$ cat src/rtl/imem_loader_pkg.sv
// Shared types and constants for the byte-stream IMEM loader.
package imem_loader_pkg;

    localparam int unsigned BYTE_W    = 8;
    localparam int unsigned WORD_W    = 32;
    localparam int unsigned LEN_BYTES = 4;
    localparam int unsigned IDX_W     = 2;
    localparam int unsigned WE_W      = 4;

    localparam logic [WE_W-1:0] MEM_WE_ALL = 4'hF;

    typedef enum logic [2:0] {
        S_LEN  = 3'd0,
        S_DATA = 3'd1,
        S_CSUM = 3'd2,
        S_DONE = 3'd3,
        S_ERR  = 3'd4
    } state_e;

endpackage

$ cat src/rtl/imem_loader_byte_packer.sv
// Packs little-endian bytes into 32-bit words; flags the byte that completes a word.
module imem_loader_byte_packer
    import imem_loader_pkg::*;
(
    input  logic              clk,
    input  logic              rst,
    input  logic              en_i,
    input  logic [BYTE_W-1:0] byte_i,
    output logic              word_valid_c,
    output logic [WORD_W-1:0] word_c
);

    localparam int unsigned SR_W = WORD_W - BYTE_W;

    logic [IDX_W-1:0] idx_q;
    logic [SR_W-1:0]  sr_q;

    // Completed word is presented in the same cycle its last byte is accepted.
    assign word_valid_c = en_i && (idx_q == IDX_W'(LEN_BYTES - 1));
    assign word_c       = {byte_i, sr_q};

    always_ff @(posedge clk) begin
        if (rst) begin
            idx_q <= '0;
            sr_q  <= '0;
        end else if (en_i) begin
            idx_q <= idx_q + IDX_W'(1);
            sr_q  <= {byte_i, sr_q[SR_W-1:BYTE_W]};
        end
    end

endmodule

$ cat src/rtl/imem_loader.sv
// Program loader: receives LEN|words|CSUM over a byte stream, writes BRAM port A,
// and releases the core from reset once the checksum verifies.
module imem_loader
    import imem_loader_pkg::*;
#(
    parameter logic [31:0] BASE_ADDR   = 32'h0,
    parameter int unsigned DEPTH_WORDS = 1024,
    parameter int unsigned CNT_W       = 16
) (
    input  logic              clk,
    input  logic              rst,
    input  logic [BYTE_W-1:0] rx_data,
    input  logic              rx_valid,
    output logic              rx_ready,
    input  logic              reload,
    output logic [WE_W-1:0]   mem_we,
    output logic [31:0]       mem_addr,
    output logic [WORD_W-1:0] mem_wdata,
    output logic              cpu_rst_n,
    output logic              done,
    output logic              error,
    output logic [CNT_W-1:0]  words_loaded
);

    state_e              state_q;
    logic                rx_ready_q;
    logic [WE_W-1:0]     mem_we_q;
    logic [31:0]         mem_addr_q;
    logic [WORD_W-1:0]   mem_wdata_q;
    logic                cpu_rst_n_q;
    logic                done_q;
    logic                error_q;
    logic [CNT_W-1:0]    words_loaded_q;
    logic [31:0]         len_q;
    logic [BYTE_W-1:0]   csum_q;

    logic                accept_c;
    logic                pack_en_c;
    logic                word_valid_c;
    logic [WORD_W-1:0]   word_c;
    logic [CNT_W-1:0]    cnt_inc_c;

    assign accept_c  = rx_valid && rx_ready_q;
    assign pack_en_c = accept_c && ((state_q == S_LEN) || (state_q == S_DATA));
    assign cnt_inc_c = words_loaded_q + CNT_W'(1);

    // The length header and the payload words share one packer.
    imem_loader_byte_packer u_packer (
        .clk          (clk),
        .rst          (rst),
        .en_i         (pack_en_c),
        .byte_i       (rx_data),
        .word_valid_c (word_valid_c),
        .word_c       (word_c)
    );

    always_ff @(posedge clk) begin
        if (rst) begin
            state_q        <= S_LEN;
            rx_ready_q     <= 1'b1;
            mem_we_q       <= '0;
            mem_addr_q     <= BASE_ADDR;
            mem_wdata_q    <= '0;
            cpu_rst_n_q    <= 1'b0;
            done_q         <= 1'b0;
            error_q        <= 1'b0;
            words_loaded_q <= '0;
            len_q          <= '0;
            csum_q         <= '0;
        end else begin
            mem_we_q <= '0;
            if (pack_en_c) begin
                csum_q <= csum_q ^ rx_data;
            end

            unique case (state_q)
                S_LEN: begin
                    if (word_valid_c) begin
                        if (word_c > 32'(DEPTH_WORDS)) begin
                            state_q    <= S_ERR;
                            error_q    <= 1'b1;
                            rx_ready_q <= 1'b0;
                        end else if (word_c == 32'd0) begin
                            state_q <= S_CSUM;
                        end else begin
                            len_q   <= word_c;
                            state_q <= S_DATA;
                        end
                    end
                end
                S_DATA: begin
                    if (word_valid_c) begin
                        mem_we_q       <= MEM_WE_ALL;
                        mem_addr_q     <= BASE_ADDR + (32'(words_loaded_q) << 2);
                        mem_wdata_q    <= word_c;
                        words_loaded_q <= cnt_inc_c;
                        if (32'(cnt_inc_c) == len_q) begin
                            state_q <= S_CSUM;
                        end
                    end
                end
                S_CSUM: begin
                    if (accept_c) begin
                        rx_ready_q <= 1'b0;
                        if (rx_data == csum_q) begin
                            state_q <= S_DONE;
                        end else begin
                            state_q <= S_ERR;
                            error_q <= 1'b1;
                        end
                    end
                end
                S_DONE, S_ERR: begin
                    if (state_q == S_DONE) begin
                        done_q      <= 1'b1;
                        cpu_rst_n_q <= 1'b1;
                    end
                    // Reload restarts the whole frame and re-asserts core reset.
                    if (reload) begin
                        state_q        <= S_LEN;
                        rx_ready_q     <= 1'b1;
                        mem_addr_q     <= BASE_ADDR;
                        cpu_rst_n_q    <= 1'b0;
                        done_q         <= 1'b0;
                        error_q        <= 1'b0;
                        words_loaded_q <= '0;
                        len_q          <= '0;
                        csum_q         <= '0;
                    end
                end
                default: begin
                    state_q <= S_LEN;
                end
            endcase
        end
    end

    assign rx_ready     = rx_ready_q;
    assign mem_we       = mem_we_q;
    assign mem_addr     = mem_addr_q;
    assign mem_wdata    = mem_wdata_q;
    assign cpu_rst_n    = cpu_rst_n_q;
    assign done         = done_q;
    assign error        = error_q;
    assign words_loaded = words_loaded_q;

endmodule

$ cat config.mk
export PLATFORM = sky130hd
export DESIGN_NAME = imem_loader
export DESIGN_NICKNAME = d
export VERILOG_FILES = /design/src/rtl/imem_loader_pkg.sv /design/src/rtl/imem_loader_byte_packer.sv /design/src/rtl/imem_loader.sv
export SDC_FILE = /design/constraint.sdc
export NUM_CORES = 1
export LEC_CHECK = 0
export CAP_MARGIN = 20
export CORE_ASPECT_RATIO = 1.5
export CORE_UTILIZATION = 40
export DETAILED_ROUTE_END_ITERATION = 10
export PLACE_DENSITY = 0.72
export SYNTH_ARGS = -nofsm -noshare
export SYNTH_HDL_FRONTEND = slang
export SYNTH_SLANG_ARGS = --single-unit
$ cat constraint.sdc
create_clock -name clk -period 3.57 [get_ports clk]
set_clock_uncertainty 0.05 [all_clocks]
set_input_delay 0.714 -clock clk [delete_from_list [all_inputs] [get_ports clk]]
set_output_delay 0.714 -clock clk [all_outputs]
set_load 0.05 [all_outputs]
# After elaboration in Yosys (flattened, before gate mapping)
# Cells that the tools add are included.
# word_totals
reg_bits	156
# op_classes
reduce_logical	19
n_eq_ne	16
n_mux	36
bitwise_logic	2
addsub	2
magnitude_cmp	1
# op_table
cell	count
2-to-1 mux 32 bit	5
one-hot mux 32 bit (2 select lines)	2
equality test 16 x 32 -> 1 bit	1
greater-than comparator 32 x 11 -> 1 bit, second input constant	1
zero test 32 bit	1
2-to-1 mux 16 bit	2
one-hot mux 16 bit (2 select lines)	1
2-to-1 mux 8 bit	3
2-to-1 mux 3 bit	7
adder 16 x 1 -> 16 bit, second input constant	1
AND reduction 5 bit	3
one-hot mux 3 bit (4 select lines)	1
2-to-1 mux 1 bit	11
!= test 2 bit, second input constant	5
equality test 8 bit	1
!= test 2 x 1 -> 1 bit, second input constant	4
XOR 8 bit	1
equality test 3 x 2 -> 1 bit, second input constant	2
one-hot mux 1 bit (3 select lines)	2
AND reduction 6 bit	1
nonzero test 2 bit	3
2-to-1 mux 4 bit	1
AND reduction 2 bit	2
OR reduction 2 bit	2
other kinds (11)	13

# Depth between registers and ports, before layout
# logic_depth
ltp_word	6
mapped_depth	9
mapped_depth_nobuf	8

# By module
# A second synthesis with hierarchy kept.
# hier_totals
hier_cells	660
area_unflattened_um2	5823.1
# modules_own_cells
mod	n_inst	area_per_inst_um2	cells_per_inst
imem_loader	1	4799.6	566
imem_loader_byte_packer	1	1023.5	94

# Worst setup path before layout
# Ideal clock, no wire load.
# synth_timing
path_kind	reg-to-reg
from	register words_loaded_q[1], in the netlist words_loaded[1]
to	register state_q[1]
setup_time_ns	0.060
slack_ns	0.923
required_ns	3.460
stages_incl_launch_ff	9
arrival_time_ns	2.536
period_less_slack_ns	2.647
path_cell_list	dfxtp_1 > ha_1 > nand3_1 > nor4_4 > xnor2_1 > nor4_2 > nand4_1 > o31ai_2 > o221a_1
# synth_via
elab_chain_cells	4
# synth_lines
item	line_no	text
start: declaration	imem_loader.sv:33	logic [CNT_W-1:0] words_loaded_q;
start signal: assignment	imem_loader.sv:96	words_loaded_q <= cnt_inc_c;
adder 16 x 1 -> 16 bit	imem_loader.sv:45	assign cnt_inc_c = words_loaded_q + CNT_W'(1);
equality test 16 x 32 -> 1 bit	imem_loader.sv:97	if (32'(cnt_inc_c) == len_q) begin
!= test 2 x 1 -> 1 bit (no line)	n/a	
AND reduction 5 bit (no line)	n/a	
end signal: assignment	imem_loader.sv:98	state_q <= S_CSUM;
end signal: assignment	imem_loader.sv:106	state_q <= S_DONE;
end signal: assignment	imem_loader.sv:108	state_q <= S_ERR;
end: declaration	imem_loader.sv:25	state_e state_q;
# No other way between the ends.
# A chain may end at the register's enable or synchronous reset.

# Worst setup path in the final report
# layout_timing
from	input port rx_data[0]
to	register len_q[10]
# layout_via
elab_chain_cells	3
# layout_lines
item	line_no	text
start: declaration	imem_loader.sv:12	input logic [BYTE_W-1:0] rx_data,
greater-than comparator 32 x 11 -> 1 bit or zero test 32 bit (tied branches)	imem_loader.sv:79, imem_loader.sv:83	
!= test 2 bit (no line)	n/a	
AND reduction 5 bit (no line) (*)	n/a	
end signal: assignment	imem_loader.sv:86	len_q <= word_c;
end: declaration	imem_loader.sv:34	logic [31:0] len_q;
# Every way passes the cells marked *; elsewhere a longest branch is shown, timed or not.

==> insert_results.sql <==
INSERT INTO impl_metrics (metric_group, metric, value, unit) VALUES
('global_route', 'maximum_number_of_pins_on_one_net_before_global_route_repair', '86', ''),
('power', 'p_comb_share', '13.4', '%'),
('die', 'ios', '100', ''),
('power', 'net-switching-power', '1.17', 'mW'),
('setup_path', 'critical_path_class', 'in -> reg', ''),
('global_route', 'global_route_wire_length_before_repair', '23900', 'um'),
('sta', 'setup_viol_count_final', '0', ''),
('logic_synthesis', 'synth_warnings', '0', ''),
('global_route', 'globalRouteTotalUtil', '20.3', '%'),
('cts', 'cts_max_path_buffers', '2', ''),
('setup_path', 'critPathMaxStageDelay', '0.49', 'ns'),
('sta', 'fin_crit_sh', '82.4', '%'),
('sta', 'maxSlewHeadroom', '40.9', '%'),
('power', 'pint', '3.03', 'mW'),
('final_layout', 'antenna_cells_inserted', '0', ''),
('sta', 'max_freq', '0.340', 'GHz'),
('power', 'p_leak', '2.73', 'nW'),
('logic_synthesis', 'netlist_instances', '711', ''),
('final_layout', 'layout-drive-gt1-share', '7.59', '%'),
('die', 'floorplan.initialDensity', '40.9', '%'),
('setup_path', 'crit_chain', 'clkdlybuf4s50_1 > nor4_1 > nand4_1 > nor4_1 > o221ai_1 > o21ai_1 > buf_4 > nand2_1 > a21oi_1', ''),
('die', 'die_width', '101', 'um'),
('logic_synthesis', 'synth_top_area_share', '46.4', '%'),
('placed_design', 'dp_hpwl', '10200', 'um'),
('cts', 'cts.reportedPaths.clkPinSlew', '0.06', 'ns'),
('final_layout', 'flow.area_growth_from_synthesis', '26.8', '%'),
('cts', 'htree_num_levels', '4', ''),
('logic_synthesis', 'syn_avg_cell_area', '8.31', 'um^2'),
('status', 'run_status', 'finished, final reports clean', ''),
('cts', 'cts_root_buf', 'sky130_fd_sc_hd__clkbuf_16', ''),
('job', 'max_cap_violations', '0', ''),
('logic_synthesis', 'synth_enable_flop_cells', '0', ''),
('cts', 'tritoncts.num_buffers', '17', ''),
('route', 'detailedRoute.firstIterationViolations', '329', ''),
('setup_path', 'reg2reg_slack', '0.76', 'ns'),
('route', 'ant_nets', '0', ''),
('power', 'netSwitchingFraction', '27.8', '%'),
('placed_design', 'gp_congestion', '0.933', ''),
('cts', 'cts.sink_count', '137', ''),
('global_route', 'global_route.overflow_total', '0', ''),
('placed_design', 'io_buffer_count', '83', ''),
('sta', 'hold_slack', '0.396', 'ns'),
('route', 'drtPass1Iterations', '5', ''),
('logic_synthesis', 'synthFlopType', 'sky130_fd_sc_hd__dfxtp_1', ''),
('setup_path', 'worstPathBufferInverterCount', '2', ''),
('logic_synthesis', 'post-synth-top-area-cell', 'sky130_fd_sc_hd__dfxtp_1', ''),
('sta', 'rsz0062_at_grt', 'no', ''),
('sta', 'hold_violations', '0', ''),
('route', 'num_vias', '5212', ''),
('sta', 'postLayoutSetupSlackWorst', '0.629', 'ns'),
('power', 'worst_supply_voltage_drop_on_vdd', '0.367', 'mV'),
('die', 'die_height', '151', 'um'),
('die', 'placeableCoreArea', '14500', 'um^2'),
('cts', 'worst_skew_pair_later_pin_latency', '0.42', 'ns'),
('final_layout', 'final_nets', '792', ''),
('worst_hold_path', 'holdCritPathClass', 'reg -> reg', ''),
('power', 'power-per-cell-area', '560', 'nW/um^2'),
('cts', 'postCtsSetupBuffers', '0', ''),
('global_route', 'via_count_of_the_first_global_routing_pass', '4763', ''),
('final_layout', 'postLayoutCoreUtil', '51.8', '%'),
('placed_design', 'place_ws', '0.236', 'ns'),
('sta', 'max_slew.worst_pin.slew', '0.887', 'ns'),
('setup_path', 'worst-path-max-fanout', '32', ''),
('power', 'power_frac_clock', '45.4', '%'),
('route', 'route.final.wire_length', '14800', 'um'),
('logic_synthesis', 'synth_seq_cells', '137', ''),
('route', 'detail_route.wl_per_cell', '15.0', 'um'),
('die', 'row_count', '54', ''),
('sta', 'report.final.slew_viol_count', '0', ''),
('logic_synthesis', 'synth_area', '5910', 'um^2'),
('power', 'seq_power_share', '41.2', '%');
## Yosys cell counts, drive strengths merged (4+ instances only)
cell type and count:
a21oi 94, nor4 18, clkbuf 37, a22o 18, nand4 9, o2111ai 12, o21ai 20, nor2 47
nand3b 5, xnor2 25, inv 8, nand3 14, or4 4, nor3 8, and3 24, buf 33
a311oi 5, nand2 140, xor2 16, dfxtp 137
## registers in the layout, summed over array words and instances (netlist names)
| register | flops |
|---|---|
| mem_wdata | 32 |
| done | 1 |
| mem_we | 1 |
| len_q | 32 |
| mem_addr | 16 |
| words_loaded | 16 |
| state_q | 3 |
| u_packer.idx_q | 2 |
| error | 1 |
| rx_ready | 1 |
| csum_q | 8 |
| u_packer.sr_q | 24 |
## power by group through the flow
stage / clock (mW) / combinational [mW] / sequential (mW)
6_report: 1.91 / 0.563 / 1.73
5_1_grt: 2.00 / 0.622 / 1.74
4_1_cts: 1.93 / 0.558 / 1.73
3_5_place_dp: 0 / 0.554 / 1.76
3_3_place_gp: 0 / 0.553 / 1.76
2_1_floorplan: 0 / 0.423 / 1.73
## per-layer routing
metal / vias up / global-route usage (%) / share of wire [%]
li1: 2597 / - / -
met2: 153 / 35.4 / 51
met5: - / 0 / 0
met1: 2433 / 23.4 / 42
met4: 0 / 9.64 / 2.7
met3: 29 / 4.20 / 4.1
## worst register-to-register path, stage by stage (launching register included)
cell	delay (ns)
sky130_fd_sc_hd__dfxtp_1	0.49
sky130_fd_sc_hd__ha_1	0.32
sky130_fd_sc_hd__nand3_1	0.37
sky130_fd_sc_hd__nor3_1	0.43
sky130_fd_sc_hd__xnor2_1	0.22
sky130_fd_sc_hd__nor4_2	0.17
sky130_fd_sc_hd__nand4_1	0.16
sky130_fd_sc_hd__o31ai_2	0.33
sky130_fd_sc_hd__o221a_1	0.22
## path summary, 6_finish.rpt
kind,cells after the start,end,start
min reg2reg,2,error,error
max reg2reg,8,state_q[1],words_loaded[1]
min,2,error,error
max,9,len_q[10],rx_data[0]
## per-stage QoR
stage          area (um^2)  cells
2_1_floorplan         5970    726
3_3_place_gp          6840    954
3_5_place_dp          6840    954
4_1_cts               7480    986
5_1_grt               7490    987
6_report              7490    987
## placed cells by master, fill, tap and decap left out, drive strengths merged, types with 20 or more instances in the layout
cell type      instances
o21ai                 20
a21oi                 94
xnor2                 25
and3                  24
nor2                  47
nand2                140
buf                   21
clkbuf                20
clkdlybuf4s50         82
dfxtp                137
## layout make-up
class	count	area [um^2]
fill	1403	6970
multi-input combinational	511	2860
sequential	137	2740
timing repair buffer	103	976
clock buffer	20	457
tap	196	245
clock inverter	12	186
inverter	8	30.0
## kinds of logic (layout without fill, tap and decap cells)
group                    count (synthesis)  count (layout)  share of synthesized area (%)
other                                    1              16                         0.0635
adder cells (fa/ha/maj)                  2               2                          0.423
XOR/XNOR                                41              41                           6.08
buffers and inverters                   78             143                           6.56
AND/OR/NAND/NOR                        281             281                           22.5
flip-flops                             137             137                           46.4
AO/OA/AOI/OAI                          171             171                           17.9
Note: power is estimated with default switching activity, not from simulation.
